<file path="config.mk">
export PLATFORM = sky130hd
export DESIGN_NAME = clock_rate_controller
export DESIGN_NICKNAME = d
export VERILOG_FILES = /design/src/rtl/clock_rate_controller.sv
export SDC_FILE = /design/constraint.sdc
export NUM_CORES = 1
export LEC_CHECK = 0
export BUFFER_PORTS_ARGS = -buffer_cell sky130_fd_sc_hd__buf_2
export CAP_MARGIN = 20
export CORE_ASPECT_RATIO = 1.25
export CORE_MARGIN = 1.5
export CORE_UTILIZATION = 48
export CTS_BUF_LIST = sky130_fd_sc_hd__clkbuf_8 sky130_fd_sc_hd__clkbuf_16
export DETAILED_ROUTE_END_ITERATION = 8
export GPL_TIMING_DRIVEN = 1
export PLACE_DENSITY = 0.66
export SLEW_MARGIN = 20
export SYNTH_ARGS = -nofsm -noshare
export SYNTH_HDL_FRONTEND = slang
export SYNTH_SLANG_ARGS = --single-unit
</file>
<file path="constraint.sdc">
create_clock -name CLK -period 13.79 [get_ports CLK]
set_clock_uncertainty 0.2 [all_clocks]
set_input_delay 0.6895 -clock CLK [delete_from_list [all_inputs] [get_ports CLK]]
set_output_delay 0.6895 -clock CLK [all_outputs]
set_load 0.02 [all_outputs]
</file>
<file path="src/rtl/clock_rate_controller.sv">
// clock_rate_controller: programmable-rate, glitch-free square-wave generator
// with a level req/ack handshake for rate changes aligned to falling edges.
`timescale 1ns/1ps
module clock_rate_controller #(
  parameter int CLK_HZ = 50_000_000
) (
  input  logic       CLK,
  input  logic       RESET_N,
  input  logic       RUN,
  input  logic       SEL_REQ,
  input  logic [3:0] SEL,
  output logic       SEL_ACK,
  output logic       SEL_ERR,
  output logic       BUSY,
  output logic [3:0] ACTIVE_SEL,
  output logic       CLOCK_OUT,
  output logic       TICK
);
  typedef enum logic [1:0] {IDLE, RUNNING, SWITCH, STOPPING} state_t;
  // Half-periods in CLK cycles for 1 MHz down to 1 Hz; codes 10-15 are never made active.
  localparam logic [24:0] HALF [16] = '{
    25'(CLK_HZ / 2_000_000), 25'(CLK_HZ / 1_000_000), 25'(CLK_HZ / 200_000),
    25'(CLK_HZ / 100_000), 25'(CLK_HZ / 20_000), 25'(CLK_HZ / 10_000),
    25'(CLK_HZ / 2_000), 25'(CLK_HZ / 200), 25'(CLK_HZ / 20), 25'(CLK_HZ / 2),
    25'd1, 25'd1, 25'd1, 25'd1, 25'd1, 25'd1};
  state_t state;
  logic [24:0] cnt;
  logic [3:0] lat_sel;
  logic rst_ok, stop_pend;
  logic wrap, valid, take;
  assign wrap = cnt == HALF[ACTIVE_SEL] - 25'd1;
  assign valid = SEL < 4'd10;
  assign take = SEL_REQ && !BUSY && !SEL_ACK &&
                (state == IDLE || (state == RUNNING && RUN));
  // Release is resynchronised so the first state update lands on the second edge.
  always_ff @(posedge CLK or negedge RESET_N)
    if (!RESET_N) rst_ok <= 1'b0;
    else rst_ok <= 1'b1;
  always_ff @(posedge CLK or negedge RESET_N) begin
    if (!RESET_N) begin
      state <= IDLE;
      cnt <= '0;
      CLOCK_OUT <= 1'b0;
      TICK <= 1'b0;
      SEL_ACK <= 1'b0;
      SEL_ERR <= 1'b0;
      BUSY <= 1'b0;
      ACTIVE_SEL <= '0;
      lat_sel <= '0;
      stop_pend <= 1'b0;
    end else if (rst_ok) begin
      SEL_ACK <= 1'b0;
      SEL_ERR <= 1'b0;
      TICK <= 1'b0;
      if (take) begin
        SEL_ERR <= !valid;
        if (!valid || state == IDLE) SEL_ACK <= 1'b1;
        if (valid) lat_sel <= SEL;
      end
      if (state == IDLE) begin
        cnt <= '0;
        CLOCK_OUT <= 1'b0;
        if (take && valid) ACTIVE_SEL <= SEL;
        if (RUN) state <= RUNNING;
      end else begin
        cnt <= wrap ? '0 : cnt + 25'd1;
        if (wrap) begin
          CLOCK_OUT <= !CLOCK_OUT;
          TICK <= !CLOCK_OUT;
        end
        case (state)
          RUNNING:
            if (!RUN) begin
              state <= STOPPING;
              BUSY <= 1'b1;
            end else if (take && valid) begin
              state <= SWITCH;
              BUSY <= 1'b1;
            end
          SWITCH: begin
            if (!RUN) stop_pend <= 1'b1;
            // Swap rates only on the falling-edge wrap so neither phase is shortened.
            if (wrap && CLOCK_OUT) begin
              ACTIVE_SEL <= lat_sel;
              SEL_ACK <= 1'b1;
              state <= (stop_pend || !RUN) ? STOPPING : RUNNING;
              BUSY <= stop_pend || !RUN;
              stop_pend <= 1'b0;
            end
          end
          default:
            if (!CLOCK_OUT || wrap) begin
              state <= IDLE;
              BUSY <= 1'b0;
              cnt <= '0;
              CLOCK_OUT <= 1'b0;
              TICK <= 1'b0;
            end
        endcase
      end
    end
  end
endmodule
</file>
# ---- Word level (Yosys, flattened, before mapping)
# Memories as Yosys holds them, arrays and structs flattened.
# Cells that the tools add are included.
# W data, S select, Z words.
dict set report totals {
  out_inout_bits 9
  regBits 42
  input_bits 8
  word_cells 93
  n_memories 1
  romBits 400
}
# memory words word_bits rd rd_clocked_by_memory_dff wr line
set memory_table {}
lappend memory_table {{(name not given)} 16 25 1 0 0 31} ;# assign wrap = cnt == HALF[ACTIVE_SEL] - 25'd1;
dict set report op_classes {
  n_eq_ne 10
  n_reduce_logical 26
  add_sub_neg 2
  mux 39
  n_lt_le_gt_ge 2
  bitwise_logic 2
}
# operator n
set ops {}
lappend ops {{$mux W25} 6}
lappend ops {{$add A25 B1 Y25 const B} 1}
lappend ops {{$eq A25 B25 Y1} 1}
lappend ops {{$sub A25 B1 Y25 const B} 1}
lappend ops {{$mux W1} 20}
lappend ops {{$mux W4} 4}
lappend ops {{$mux W2} 7}
lappend ops {{$reduce_and A5 Y1} 2}
lappend ops {{$reduce_and A4 Y1} 2}
lappend ops {{$logic_and A1 B1 Y1} 6}
lappend ops {{$ge A5 B5 Y1 const B} 1}
lappend ops {{$logic_not A1 Y1} 5}
lappend ops {{$not A4 Y5} 1}
lappend ops {{$logic_or A1 B1 Y1} 4}
lappend ops {{$lt A4 B4 Y1 const B} 1}
lappend ops {{$ne A2 B1 Y1 const B} 2}
lappend ops {{$ne A2 B2 Y1 const B} 2}
lappend ops {{$ne A4 B3 Y1 const B} 1}
lappend ops {{$pmux W2 S2} 1}
lappend ops {{$reduce_bool A2 Y1} 2}
lappend ops {{$reduce_bool A4 Y1} 1}
lappend ops {{$ne A3 B2 Y1 const B} 1}
lappend ops {{$ne A3 B3 Y1 const B} 1}
lappend ops {{$reduce_and A3 Y1} 1}
lappend ops {{other kinds (7)} 7}

# ---- Longest topological paths before layout
dict set report logic_depth {
  ltp_word 10
  depth_mapped 22
  depth_no_buf 18
}

# ---- Worst setup path before layout
# No wires, ideal clock.
dict set report synth_path {
  path_kind {register -> register}
  startpoint {reg ACTIVE_SEL[1]}
  endpoint {reg cnt[9]}
  required_ns 13.462
  stages_incl_launch_ff 23
  synth_period_minus_slack_ns 4.517
  setup_time_ns 0.128
  n_path_buf 4
  arrival_ns 4.189
  setup_slack_ns 9.273
  cell_sequence {dfrtp_1 -> buf_6 -> inv_1 -> ha_1 -> nand2b_1 -> a21o_1 -> ha_1 -> xnor2_1 -> a311oi_1 -> o21ai_0 -> nor4_1 -> nand4_1 -> nor4_4 -> buf_6 -> inv_2 -> ha_1 -> o21a_1 -> clkbuf_1 -> clkbuf_1 -> nand3_1 -> o22ai_1 -> a41oi_2 -> o31ai_1}
}
dict set report synth_between {
  elab_chain_cells 10
  word_cells_on_any_way 11
  classes_between {add/sub (1); eq/ne (1); mux (6); bitwise (1); reduce/logical (1); memory (1)}
}
# item line
set synth_lines {}
lappend synth_lines {{from (decl)} 15} ;# output logic [3:0] ACTIVE_SEL,
lappend synth_lines {{from (signal assigned)} 84} ;# ACTIVE_SEL <= lat_sel;
lappend synth_lines {{$not A4 Y5 (implied by the code) *} 31}
lappend synth_lines {{$mem_v2 Z16 W25 *} -}
lappend synth_lines {{$mux W25 (implied by the code) * (2 in series)} 31}
lappend synth_lines {{$sub A25 B1 Y25 *} 31}
lappend synth_lines {{$eq A25 B25 Y1 *} 31}
lappend synth_lines {{$mux W25 / $logic_or A1 B1 Y1 (equally long branches)} {66, 92}}
lappend synth_lines {{$mux W25} 92} ;# if (!CLOCK_OUT || wrap) begin
lappend synth_lines {{$mux W25 *} 71} ;# case (state)
lappend synth_lines {{$mux W25 *} 60} ;# if (state == IDLE) begin
lappend synth_lines {{to (signal assigned)} 66} ;# cnt <= wrap ? '0 : cnt + 25'd1;
lappend synth_lines {{to (decl)} 27} ;# logic [24:0] cnt;
# Mark *: on every way between the ends. The rest lies on a longest branch, timed or not. The select of a mux whose other input is x is not followed.
# A chain may end at the register's enable or synchronous reset.

# ---- Worst setup path after layout
dict set report layout_path {
  startpoint {reg ACTIVE_SEL[1]}
  endpoint {reg cnt[19]}
}
# The elaborated chain is that of the path after synthesis.

==> flow_metrics.env <==
export IMPL_path_common_cell="ha_1"
export IMPL_drtIter0Drc=147
export IMPL_drtPass1Iterations=4
export IMPL_setup_violations=0
export IMPL_crit_family="simple AND/OR/NAND/NOR gates"
export IMPL_cts_buffers=5
export IMPL_synth_edf_count=0
export IMPL_place_hpwl_um=6390
export IMPL_post_cts_setup_buffers=0
export IMPL_rows=35
export IMPL_clock_latency_ps=290
export IMPL_slowest_stage="nor4_4"
export IMPL_worstPathCellList="inv_1 > ha_1 > nand2b_1 > a21o_1 > ha_1 > xnor2_1 > a311oi_1 > o21ai_0 > nor4_1 > nand4_1 > nor4_4 > inv_2 > ha_1 > o21a_1 > o211a_1 > nor2b_1 > a221oi_2 > o41ai_1"
export IMPL_hold_violations=0
export IMPL_power_uw=713
export IMPL_cts_tree="done"
export IMPL_cts_resized_gates=0
export IMPL_numPortBuffers=16
export IMPL_synth_area_sq_mm=0.00357
export IMPL_worstSetupPathType="reg2reg"
export IMPL_p_leak_nw=1.55
export IMPL_powerDensity_mw_per_mm2=192
export IMPL_cp_buffers_inverters=2
export IMPL_die_h_um=99.4
export IMPL_tightest_slew_ps=887
export IMPL_htree_levels=2
export IMPL_placed_area_sq_mm=0.00360
export IMPL_initial_utilization=0.491
export IMPL_rsz0062_at_grt="no"
export IMPL_timing_final_ws_setup_ps=8420
export IMPL_ios=17
export IMPL_synth_cell_type_count=71
export IMPL_maxCapViolations=0
export IMPL_slew_headroom=0.409
export IMPL_worstSetupPathDepth=18
export IMPL_grt_max_degree=43
export IMPL_worstSetupEndpointType="flop"
export IMPL_synth_top_family_by_area="simple AND/OR/NAND/NOR gates"
export IMPL_startpoint_type="flop"
export IMPL_antenna_found_initial=0
export IMPL_period_share=0.389
export IMPL_clock_path_buffers=2
export IMPL_grt_pass1_wl_um=14500
export IMPL_slowest_delay_ps=760
export IMPL_vias=3105
export IMPL_finalWirelength_um=8610
export IMPL_peakVddDrop_uv=152
export IMPL_syn_to_final_growth_pct=3.92
export IMPL_cts_root_buf="clkbuf_8"
export IMPL_reg2reg_from="ACTIVE_SEL[1]"
export IMPL_grtUsageTotal=0.232
export IMPL_drc=0
export IMPL_synth_nets=433
export IMPL_reg2reg_depth=18
export IMPL_cts_hold_buffers=0
export IMPL_place_ws_ps=8460
export IMPL_synthSimpleGateAreaFrac=0.257
export IMPL_synthArstFlopShare=1.00
export IMPL_avgSynthCellArea_sq_um=8.69
export IMPL_ys_flop_type="dfrtp_1"
export IMPL_arrival_ps=5340
export IMPL_outcome="completed"
export IMPL_antenna_left=0
export IMPL_synth_top_area_cell="dfrtp_1"
export IMPL_die_area_sq_mm=0.00797
export IMPL_maxSlewViolCount=0
export IMPL_wl_per_cell_um=17.3
export IMPL_hold_class="in2async"
export IMPL_drive_above_1_share=0.138
export IMPL_fmax_mhz=186
export IMPL_path_max_fanout=18
export IMPL_crit_path_start="ACTIVE_SEL[1]"
export IMPL_design_area_sq_mm=0.00371
export IMPL_gp_congestion=0.944
export IMPL_dp_cells=489
export IMPL_cts_sinks=42
export IMPL_yosysSeqAreaShare=0.294
export IMPL_ys_top_cells_by_area="dfrtp_1 29%, ha_1 4.9%, o2bb2ai_1 3.4%"
export IMPL_netlist_instances=411
export IMPL_synth_compound_area_share=0.251
export IMPL_critPathRequiredTime_ps=13760
export IMPL_synth_seq_cells=42
export IMPL_grt_pass1_vias=3017
export IMPL_avgViaCountPerCell=6.23
export IMPL_tns_ps=0
export IMPL_clk_pin_slew_ps=80
export IMPL_synthMuxAreaShare=0.0382
export IMPL_num_antenna_cells=0
export IMPL_die_w_um=80.1
export IMPL_synth_xor_area_frac=0.0417
export IMPL_fin_cells=498
export IMPL_fin_nets=427
export IMPL_core_area_sq_mm=0.00727
export IMPL_synth_top_area_share=0.294
export IMPL_yosysWarningCount=0
export IMPL_synth_adder_area_share=0.0491
export IMPL_grt_overflow=0
export IMPL_fin_crit_ps=5370
registers in the layout (all words and copies together) (netlist names):
register / cells
cnt: 25
ACTIVE_SEL: 4
lat_sel: 4
state: 2
BUSY: 1
CLOCK_OUT: 1
SEL_ACK: 1
SEL_ERR: 1
TICK: 1
rst_ok: 1
stop_pend: 1
power breakdown:
group | total [mW] | switching (mW) | internal (mW)
combinational | 0.448 | 0.266 | 0.181
sequential | 0.183 | 0.0380 | 0.145
clock | 0.0827 | 0.0429 | 0.0397
total | 0.713 | 0.347 | 0.366
synthesized netlist by cell type, types with 7 or more instances:
cell type,n
clkbuf_1,17
nand2b_1,12
nand2_1,24
xnor2_1,12
o21ai_0,14
mux2i_1,8
nand3_1,22
ha_1,14
inv_1,15
or3_1,7
nor3_1,9
o2bb2ai_1,14
and3_1,10
nor2_1,29
nor2b_1,7
a21oi_1,17
o31ai_1,13
dfrtp_1,42
final cells by class:
type	count	area, sq um
fill	734	3560
multi-input combinational	321	2280
sequential	42	1050
timing repair buffer	19	115
tap	92	115
clock buffer	6	82.6
inverter	16	60.1
clock inverter	2	8.76
worst reg2reg max path: cells and delay by family, from the launching register on:
family / cells / cell delay (ps)
adder cells (fa/ha/maj): 3 / 960
AO/OA/AOI/OAI: 7 / 1530
buffers and inverters: 2 / 320
flip-flops: 1 / 560
AND/OR/NAND/NOR: 5 / 1540
XOR/XNOR: 1 / 130
kinds of logic after synthesis:
kind of cell               Yosys count
buffers and inverters               48
xor gates and xnor gates            17
AOI/OAI and AO/OA                  116
adders and majority gates           14
DFF                                 42
other                                1
and+or+nand+nor                    160
muxes                               13
placed cells by master (no fill, tap or decap), types with 3 or more instances in the layout:
cell,count
dfrtp_1,42
nor4_1,4
nand3_1,22
xnor2_1,12
or3_1,7
inv_1,16
buf_2,16
ha_1,14
o22ai_1,5
o21a_1,3
o2bb2ai_1,14
o31ai_1,13
a21o_1,6
nor3_1,9
and3_1,10
nand3b_1,5
nand4_1,6
mux2i_1,8
or4_1,3
nor2_1,29
o21ai_0,13
nand2_1,24
nand2b_1,12
a22oi_1,3
mux2_2,5
or2_2,4
a211oi_1,4
o211ai_1,3
nor3b_1,3
a21oi_1,17
xor2_1,5
clkbuf_8,6
a41oi_2,5
nor2b_1,7
a22o_1,5
per-layer routing:
| layer | track usage | routed length (um) | vias to the layer above |
|---|---|---|---|
| met5 | 0 | 0 | - |
| met4 | 0.125 | 408 | 0 |
| met3 | 0.0294 | 291 | 24 |
| met2 | 0.383 | 4120 | 66 |
| met1 | 0.291 | 3780 | 1502 |
| li1 | - | - | 1513 |
path summary, 6_finish.rpt:
path                               to  slack, ps
min in group CLK           lat_sel[1]        310
max reg2reg                   cnt[19]       8420
min reg2reg                lat_sel[1]        310
max                           cnt[19]       8420
max in group asynchronous      cnt[1]      12870
min                           cnt[17]         60
metrics by stage:
step                      hold slack [ps]  utilization
after floorplan                       194            -
after global placement                286        0.495
after detailed placement              294        0.495
after CTS                             314        0.508
after global routing                 79.6        0.510
final                                62.3        0.510
Power figures use the tool's default switching activity.
